==> src/rtl/ffo_serializer.sv <==
// ffo_serializer: accepts a request vector and emits its set-bit indices, lowest index first
module ffo_serializer #(
    parameter int N = 32,
    localparam int PW = $clog2(N)
) (
    input  logic          clk,
    input  logic          reset,
    input  logic          in_valid,
    output logic          in_ready,
    input  logic [0:N-1]  in_vec,
    output logic          out_valid,
    input  logic          out_ready,
    output logic [0:PW-1] out_pos,
    output logic          out_last,
    output logic [0:PW]   out_remaining
);
    typedef enum logic {IDLE, SCAN} state_t;
    state_t state_q, state_d;
    logic [0:N-1] pend_q;
    logic [PW:0] rem_q, cnt;
    logic [PW-1:0] ffo;
    logic accept, take;
    assign in_ready = state_q == IDLE;
    assign out_valid = state_q == SCAN;
    assign accept = in_valid && in_ready;
    assign take = out_valid && out_ready;
    assign out_pos = out_valid ? ffo : '0;
    assign out_last = out_valid && rem_q == (PW+1)'(1);
    assign out_remaining = rem_q;
    // population count of the offered vector, loaded as the pending count on acceptance
    always_comb begin
        cnt = '0;
        for (int i = 0; i < N; i++) cnt = cnt + {{PW{1'b0}}, in_vec[i]};
    end
    // find-first-one over pending bits: descending scan so the lowest index wins
    always_comb begin
        ffo = '0;
        for (int i = N - 1; i >= 0; i--) if (pend_q[i]) ffo = PW'(i);
    end
    // next state: nonzero vectors start a scan; the last handshake returns to idle
    always_comb begin
        state_d = state_q;
        if (state_q == IDLE) state_d = (in_valid && |in_vec) ? SCAN : IDLE;
        else state_d = (take && out_last) ? IDLE : SCAN;
    end
    // state, pending vector and remaining count; reset drops any in-flight vector
    always_ff @(posedge clk) begin
        if (reset) begin
            state_q <= IDLE;
            pend_q <= '0;
            rem_q <= '0;
        end else begin
            state_q <= state_d;
            if (accept) begin
                pend_q <= in_vec;
                rem_q <= cnt;
            end else if (take) begin
                pend_q[ffo] <= 1'b0;
                rem_q <= rem_q - 1'b1;
            end
        end
    end
endmodule
==> config.mk <==
export PLATFORM = sky130hd
export DESIGN_NAME = ffo_serializer
export DESIGN_NICKNAME = d
export VERILOG_FILES = /design/src/rtl/ffo_serializer.sv
export SDC_FILE = /design/constraint.sdc
export NUM_CORES = 1
export LEC_CHECK = 0
export BUFFER_PORTS_ARGS = -buffer_cell sky130_fd_sc_hd__buf_2
export CORE_MARGIN = 10
export CORE_UTILIZATION = 30
export CTS_BUF_LIST = sky130_fd_sc_hd__clkbuf_4
export CTS_CLUSTER_SIZE = 14
export DETAILED_ROUTE_END_ITERATION = 7
export PLACE_DENSITY = 0.51
export SLEW_MARGIN = 20
export SYNTH_ARGS = -nofsm -noshare
export SYNTH_HDL_FRONTEND = slang
export SYNTH_SLANG_ARGS = --single-unit
==> constraint.sdc <==
create_clock -name clk -period 11 [get_ports clk]
set_input_delay 2.2 -clock clk [delete_from_list [all_inputs] [get_ports clk]]
set_output_delay 2.2 -clock clk [all_outputs]
set_load 0.02 [all_outputs]
==> results of run 1 <==
## layout by cell type, fill, tap and decap left out, types with 10 or more instances in the layout
cell type	instances
a21oi_1	20
nand2_1	35
ha_1	10
dfxtp_1	39
fa_1	24
inv_1	45
buf_2	49
o21ai_0	10
nor4_1	18
nor2_1	34
## flip-flops by register name (all words and copies together), names as in the netlist
name,flops
out_remaining,6
pend_q,32
out_valid,1
## layer usage
layer | vias to the layer above | GRT usage, %
met2 | 99 | 24.4
met4 | 0 | 3.17
met3 | 9 | 2.57
li1 | 1468 | -
met1 | 1462 | 18.8
met5 | - | 0
## cell families (layout without fill, tap and decap cells)
logic type                 Yosys count  after routing  share of synthesized area (%)
muxes                                1              1                          0.318
buffers and inverters               59            107                           7.11
xor gates and xnor gates             6              6                           1.67
DFF                                 39             39                           24.8
adders and majority gates           34             34                           19.2
AOI/OAI and AO/OA                  102            102                           22.6
and+or+nand+nor                    140            140                           24.3
## cell type report
| type | instances | area, um2 |
|---|---|---|
| inverters | 46 | 173 |
| clock inverters | 3 | 15.0 |
| multi-input cells | 283 | 2150 |
| fillers | 1098 | 6670 |
| repair buffers | 53 | 275 |
| flip-flops and latches | 39 | 781 |
| well taps | 136 | 170 |
| clock buffers | 5 | 37.5 |
## path summary, 6_finish.rpt
path / start / endpoint / cells after the start / slack [ns]
hold / removal: pend_q[30] / pend_q[30] / 2 / 0.51
setup reg to reg: pend_q[6] / pend_q[19] / 7 / 8.28
setup / recovery: in_vec[14] / out_remaining[1] / 19 / 4.55
hold reg to reg: pend_q[30] / pend_q[30] / 2 / 0.51
## power breakdown
part           internal [mW]  total, mW  switching [mW]  leakage [nW]
clock                 0.0235     0.0787          0.0551        0.0263
sequential             0.160      0.186          0.0262         0.321
combinational          0.222      0.495           0.273          1.20
total                  0.406      0.760           0.355          1.55
## worst register-to-register path: stages (launching register included)
cell,delay [ns]
dfxtp_1,0.46
nor2_1,0.07
o31ai_1,0.36
a31oi_1,0.09
nor4_2,0.28
buf_4,0.25
nor4b_2,0.88
o21ai_1,0.20
==> reports/qor.yml, run 1 <==
outcome: "finished, final reports clean"
worst_ir_drop_vdd_uv: 235
critPathRequiredTime_ns: 11.28
drtIter0Drc: 194
cts_tree: "yes"
wl_met3_um: 599
via_per_inst: 5.38
cpLargestDelayFamily: "adder cells"
syn2layout_area_growth_pct: 14.5
drc_errors: 0
cpMostUsedCell: "fa_1"
fp.coreArea_um2: 10300
ys_warn_count: 0
ctsHoldBuffers: 0
ys_top_cells_by_area: "dfxtp_1 25%, fa_1 15%, inv_1 5.4%, nand2_1 4.2%, nor2_1 4.1%"
p_leak_nw: 1.55
critical_path.startpoint_type: "input port"
grt_pass1_vias: 3144
dp_hpwl_um: 8560
relSlewSlack_pct: 28.0
slowest_stage: "fa_1"
ys.flop_type: "dfxtp_1"
fin_worst_skew_ns: 0.0145
rsz0062_at_grt: "no"
cts-htree-levels: 2
worst_slew_pin_slew_ns: 1.08
start_util_pct: 30.7
placed_area_um2: 3550
io_buffers: 49
grt_pass1_wl_um: 17100
postLayoutCellArea_um2: 3610
slew_violations: 0
synth_top_area_cell: "dfxtp_1"
synthCells: 381
cts-root-buf: "clkbuf_4"
final-hold-violation-count: 0
boundaryPins: 50
synth_commonest_cells: "45 x inv_1, 39 x dfxtp_1, 35 x nand2_1, 34 x nor2_1, 24 x fa_1"
grt_max_degree: 34
post_cts_buffers: 0
n_antenna_cell: 0
critPathKind: "in -> reg"
fin_tns_setup_ns: 0
cpPeakStageDelay_ns: 0.54
antenna_found_initial: 0
final_util_pct: 35.1
final_antenna_net_count: 0
ctsResizeCount: 0
cp.arrival_ns: 6.73
clkTransAtPathRegs_ns: 0.13
power_uw: 760
clock_latency_ns: 0.36
grt_overflow_total: 0
vias: 3038
crit_path_max_fanout: 3
yosysMostFrequentCell: "inv_1"
core.rowCount: 37
dp.cells: 557
synth-seq-cells: 39
ys_seq_area_share_pct: 24.8
clk_path_buf_depth: 2
routabilityCongestion: 0.928
min_period_ns: 6.45
die_w_um: 122
synth_area_um2: 3150
syn_avg_cell_area_um2: 8.27
critPathBufInv: 7
dr.pass1.iters: 5
met2WireLength_um: 5250
wl_per_cell_um: 18.9
synth.distinct_cells: 58
synth_top_area_share_pct: 24.8
dieHeight_um: 122
place_ws_ns: 4.18
dr.max_layer_used: "met4"
cellPowerDensity_nw_per_um2: 211
synth_edf_count: 0
totalWireLength_um: 10700
drive_above_1_share_pct: 17.5
fin_crit_sh_pct: 58.7
track_usage_pct: 14.4
cts_buffers: 5
synthesis.nets: 451
critPathCaptureType: "flip-flop"
setup-violations-final: 0
clock-sinks: 39
worst_slack_ns: 4.55
async_flop_share_pct: 0
whs_ns: 0.508
max_cap_violations: 0
hp-class: "reg -> reg"
drt-met1-wl_um: 4700
final_cells: 565
fmax_ghz: 0.155
final_nets: 498
path_cells: "buf_2 -> fa_1 -> inv_1 -> fa_1 -> inv_1 -> fa_1 -> inv_1 -> fa_1 -> fa_1 -> fa_1 -> inv_1 -> ha_1 -> inv_1 -> fa_1 -> inv_1 -> a21o_1 -> a21oi_1 -> xor2_1 -> a211oi_1"
die_area_um2: 15000
No activity file was read; power rests on OpenSTA's default activity.
==> run 2, diff against run 1 <==
--- a/config.mk
+++ b/config.mk
@@ -5,13 +5,14 @@
 export SDC_FILE = /design/constraint.sdc
 export NUM_CORES = 1
 export LEC_CHECK = 0
+export ABC_AREA = 1
 export BUFFER_PORTS_ARGS = -buffer_cell sky130_fd_sc_hd__buf_2
 export CORE_MARGIN = 10
 export CORE_UTILIZATION = 30
 export CTS_BUF_LIST = sky130_fd_sc_hd__clkbuf_4
 export CTS_CLUSTER_SIZE = 14
 export DETAILED_ROUTE_END_ITERATION = 7
-export PLACE_DENSITY = 0.51
+export PLACE_DENSITY = 0.52
 export SLEW_MARGIN = 20
 export SYNTH_ARGS = -nofsm -noshare
 export SYNTH_HDL_FRONTEND = slang
==> constraint.sdc (replaced) <==
create_clock -name clk -period 5.3 [get_ports clk]
set_input_delay 1.06 -clock clk [delete_from_list [all_inputs] [get_ports clk]]
set_output_delay 1.06 -clock clk [all_outputs]
set_load 0.02 [all_outputs]
==> run 2 against run 1 <==
Against the previous run:
- sequential share of layout area fell by 2.3 points
- register-to-register slack got worse by 5.7 ns
- combinational power rose by 120%
- via count rose by 14%
- final cell count rose by 25%
- die area rose by 7.7%
- clock skew rose by 0.0019 ns
- highest routed layer unchanged
- largest cell class unchanged
==> reports/qor.yml, run 2 <==
synth-seq-cells: 39
p_comb_share_pct: 66.3
grt_overflow_total: 0
ys_seq_area_share_pct: 22.7
min_to: "out_remaining[4]"
switching_power_uw: 779
largest_reg_flops: 32
track_usage_pct: 13.5
routabilityCongestion: 0.849
fp.coreArea_um2: 11300
ys.flop_type: "dfxtp_1"
worst_slew_pin_slew_ns: 0.887
via_per_inst: 4.92
max_cap_violations: 0
power_mw: 1.68
n_antenna_cell: 0
multi_input_area_um2: 2200
totalWireLength_um: 11100
ys_warn_count: 0
die_w_um: 127
final_antenna_net_count: 0
p_clk_share_pct: 12.4
worst_ir_drop_vdd_uv: 304
crit_path_max_fanout: 2
grt_max_degree: 39
final_cell_mix: "89 x inv_1, 77 x nand2_1, 70 x nor2_1"
synth_top_area_cell: "dfxtp_1"
cts-root-buf: "clkbuf_4"
outcome: "finished, final reports clean"
hp-class: "reg -> reg"
syn_avg_cell_area_um2: 6.85
final_nets: 632
setup-violations-final: 0
cellPowerDensity_nw_per_um2: 417
die_area_um2: 16200
synth.distinct_cells: 34
seq_power_share_pct: 21.2
relSlewSlack_pct: 40.7
rr_startpoint: "pend_q[30]"
hold_path_depth: 2
clk_path_buf_depth: 2
layout_commonest_cell: "inv_1"
fmax_ghz: 0.192
dp_hpwl_um: 8680
fin_worst_skew_ns: 0.0164
drive_above_1_share_pct: 20.2
ff_latch_area_um2: 781
syn2layout_area_growth_pct: 17.2
swShare_pct: 46.4
fin_crit_sh_pct: 98.2
grt_pass1_wl_um: 17900
dieHeight_um: 127
core.rowCount: 39
final-hold-violation-count: 0
clock_latency_ns: 0.36
wl_per_cell_um: 15.7
reg2reg_to: "pend_q[4]"
min_period_ns: 5.20
cts-htree-levels: 2
critical_path.startpoint_type: "input port"
top_register: "pend_q"
hp-start: "out_remaining[4]"
synth_edf_count: 0
cp.arrival_ns: 5.50
synthesis.nets: 572
io_buffers: 49
antenna_found_initial: 0
crit_path_start: "in_vec[14]"
grt_pass1_vias: 3540
fill_cells: 1252
synth_commonest_cells: "89 x inv_1, 77 x nand2_1, 70 x nor2_1, 39 x dfxtp_1, 24 x fa_1"
synth_area_um2: 3440
async_flop_share_pct: 0
critPathKind: "in -> reg"
yosysMostFrequentCell: "inv_1"
synth_top_area_share_pct: 22.7
p_leak_nw: 1.85
dr.pass1.iters: 5
vias: 3475
post_cts_buffers: 0
start_util_pct: 30.4
ys_top_cells_by_area: "dfxtp_1 23%, fa_1 14%, inv_1 9.7%, nand2_1 8.4%, nor2_1 7.6%"
p_int_uw: 901
rsz0062_at_grt: "yes"
synthCells: 502
critPathCaptureType: "flip-flop"
dp.cells: 698
cts_buffers: 5
boundaryPins: 50
ctsHoldBuffers: 0
cts_tree: "yes"
final_cells: 706
slew_violations: 0
clock-sinks: 39
clkTransAtPathRegs_ns: 0.13
drc_errors: 0
r2r.worst_path.cells: 35
drtIter0Drc: 188
critPathRequiredTime_ns: 5.59
r2r_slack_ns: 2.55
run 2: changes by cell type after synthesis, sizes merged, moves of 12 or more:
cell   previous run  this run
nand3             3        21
o22ai             6        19
nor4             24         8
nand2            36        89
a31oi             5        17
inv              46       100
nand4             3        19
nor2             34        70
run 2: power groups by stage:
stage | Combinational, mW | Clock, mW | Sequential, mW
6_report | 1.11 | 0.209 | 0.357
5_1_grt | 1.28 | 0.223 | 0.361
4_1_cts | 1.12 | 0.210 | 0.356
3_5_place_dp | 1.11 | 0 | 0.363
3_3_place_gp | 1.11 | 0 | 0.362
2_1_floorplan | 0.773 | 0 | 0.377
run 2: worst max-delay path: stages:
cell	delay, ns
buf_2	0.11
fa_1	0.53
inv_1	0.06
fa_1	0.50
inv_1	0.05
fa_1	0.47
inv_1	0.06
fa_1	0.45
fa_1	0.51
fa_1	0.40
inv_1	0.06
ha_1	0.16
inv_1	0.06
fa_1	0.35
inv_1	0.07
a21oi_1	0.06
o21ba_1	0.19
nor3_1	0.18
a221oi_2	0.05
a21oi_1	0.12
run 2: cell type report:
class	count	area share [%]
Clock buffer	5	0.931
Clock inverter	3	0.962
Inverter	106	9.93
Multi-Input combinational cell	341	54.6
Sequential cell	39	19.4
Tap cell	143	4.44
Timing Repair Buffer	69	9.81
run 2: through the flow:
step | TNS, ns | worst slack, ns | instance area [um2] | hold slack, ns | util [%]
3_5_place_dp | -0.827 | -0.290 | 3960 | 0.516 | 34.9
5_1_grt | -0.0649 | -0.0649 | 4030 | 0.573 | 35.6
4_1_cts | 0 | 0.0835 | 4030 | 0.541 | 35.6
6_report | 0 | 0.0965 | 4030 | 0.553 | 35.6
3_3_place_gp | -0.743 | -0.263 | 3960 | 0.509 | 34.9
2_1_floorplan | -0.0139 | -0.0139 | 3450 | 0.489 | -
run 2: logic make-up after synthesis:
kind of cell | share of synthesized area, %
buffers and inverters | 13.6
flip-flops | 22.7
XOR/XNOR | 0.509
AND/OR/NAND/NOR | 29.0
adder cells (fa/ha/maj) | 17.6
AO/OA/AOI/OAI | 16.7
run 2: metal layers:
layer	wire (um)	GRT usage [%]	part of all wire, %
met5	0	0	0
met4	177	3.48	1.6
met3	581	2.69	5.3
met2	5150	22.1	47
met1	5160	17.7	47
run 2: what timing repair did:
action                                  in CTS  in global routing
endpoints found under the setup margin       0                  2
hold endpoints to repair                     0                  0
resized for setup                            0                  1
run 2: worst max path at each step:
stage | to | slack [ns] | depth (start not counted)
final | out_remaining[1] | 0.1 | 20
after global routing | out_remaining[1] | -0.06 | 20
after CTS | out_remaining[1] | 0.08 | 20
after detailed placement | out_remaining[1] | -0.29 | 19
after global placement | out_remaining[1] | -0.26 | 16
after floorplan | out_remaining[1] | -0.01 | 18
==> run 3, diff against run 2 <==
--- a/config.mk
+++ b/config.mk
@@ -13,6 +13,8 @@
 export CTS_CLUSTER_SIZE = 14
 export DETAILED_ROUTE_END_ITERATION = 7
 export PLACE_DENSITY = 0.52
+export RECOVER_POWER = 50
+export REMOVE_ABC_BUFFERS = 1
 export SLEW_MARGIN = 20
 export SYNTH_ARGS = -nofsm -noshare
 export SYNTH_HDL_FRONTEND = slang
==> run 3 against run 2 <==
Against the previous run:
- first-iteration DRC count rose by 78%
- die area did not move
- power rose by 6.4%
- clock skew fell by 0.0049 ns
- sequential cell count did not move
- sequential power barely moved
- critical endpoint unchanged
==> reports/qor.yml, run 3 (same netlist as run 2, synthesis figures left out) <==
wl_per_cell_um: 16.5
crit_path_max_fanout: 3
io_buffers: 49
cp.arrival_ns: 5.50
relSlewSlack_pct: 37.5
critPathCaptureType: "flip-flop"
fp.coreArea_um2: 11300
fin_tns_setup_ns: 0
dp.cells: 698
slew_violations: 0
power_mw: 1.79
final_cells: 707
outcome: "finished, final reports clean"
drive_above_1_share_pct: 20.4
ctsHoldBuffers: 0
track_usage_pct: 14.1
core.rowCount: 39
critPathKind: "in -> reg"
final-hold-violation-count: 0
fin_crit_sh_pct: 99.0
cellPowerDensity_nw_per_um2: 444
final_antenna_net_count: 0
grt_max_degree: 39
post_cts_buffers: 0
critPathRequiredTime_ns: 5.55
grt_overflow_total: 0
start_util_pct: 30.4
fill_cells: 1247
critical_path.startpoint_type: "input port"
dr.pass1.iters: 5
grt_pass1_wl_um: 18500
worst_ir_drop_vdd_uv: 343
rsz0062_at_grt: "yes"
boundaryPins: 50
via_per_inst: 5.02
top_register: "pend_q"
fmax_ghz: 0.191
cts_buffers: 5
p_leak_nw: 1.80
die_w_um: 127
largest_reg_flops: 32
clock_latency_ns: 0.37
die_area_um2: 16200
final_nets: 632
cts-htree-levels: 2
grt_pass1_vias: 3441
dp_hpwl_um: 8810
totalWireLength_um: 11700
layout_commonest_cell: "inv_1"
cts_tree: "yes"
hp-class: "reg -> reg"
vias: 3552
max_cap_violations: 0
clkTransAtPathRegs_ns: 0.14
whs_ns: 0.544
worst_slew_pin_slew_ns: 0.935
cts-root-buf: "clkbuf_4"
drtIter0Drc: 335
clock-sinks: 39
routabilityCongestion: 0.894
dieHeight_um: 127
min_period_ns: 5.25
final_cell_mix: "85 x inv_1, 77 x nand2_1, 70 x nor2_1"
antenna_found_initial: 1
syn2layout_area_growth_pct: 17.1
clk_path_buf_depth: 2
fin_worst_skew_ns: 0.0115
drc_errors: 0
setup-violations-final: 0
[run 3: final timing paths]
kind                    from                to  slack [ns]  cells past startpoint
hold reg to reg    pend_q[0]         pend_q[0]        0.54                      2
hold / removal     pend_q[0]         pend_q[0]        0.54                      2
setup reg to reg  pend_q[31]        pend_q[31]        2.41                     20
setup / recovery  in_vec[31]  out_remaining[1]        0.05                     17
[run 3: stage by stage]
| step | utilization [%] | setup slack [ns] | cell area (um2) |
|---|---|---|---|
| 2_1_floorplan | - | -0.0802 | 3370 |
| 3_3_place_gp | 34.9 | -0.360 | 3950 |
| 3_5_place_dp | 34.9 | -0.409 | 3950 |
| 4_1_cts | 35.3 | 0.0135 | 4000 |
| 5_1_grt | 35.6 | -0.0434 | 4030 |
| 6_report | 35.6 | 0.0535 | 4030 |
[run 3: cell type report]
cell class / instances / area, um2 / area share, %
inverter: 106 / 400 / 9.94
timing repair buffer: 69 / 385 / 9.57
sequential: 39 / 781 / 19.4
tap: 143 / 179 / 4.44
clock inverter: 3 / 15.0 / 0.373
multi-input combinational: 341 / 2230 / 55.3
antenna: 1 / 2.50 / 0.0621
clock buffer: 5 / 37.5 / 0.932
[run 3: critical path: stages]
cell,delay [ns]
buf_2,0.12
fa_1,0.54
inv_1,0.06
fa_1,0.53
fa_1,0.56
fa_1,0.42
fa_1,0.51
fa_1,0.40
inv_1,0.07
ha_2,0.18
inv_2,0.04
fa_2,0.32
inv_2,0.07
a21oi_2,0.05
o21ba_4,0.22
a221oi_2,0.23
a21oi_1,0.10
[run 3: per-layer routing]
layer	GRT usage, %	wire length, um
met4	2.81	80
met3	3.60	931
met1	20.1	5620
met2	21.0	5050
met5	0	0
[run 3: power breakdown]
| group | switching, mW | leakage, nW | internal (mW) |
|---|---|---|---|
| Combinational | 0.705 | 1.44 | 0.557 |
| Sequential | 0.0318 | 0.321 | 0.327 |
| Clock | 0.117 | 0.0347 | 0.0496 |
[run 3: repair_timing]
item / 4_1_cts / 5_1_grt
resized for setup: 0 / 18
hold endpoints to repair: 0 / 0
setup endpoints to repair: 1 / 3
pin swaps: 1 / 8
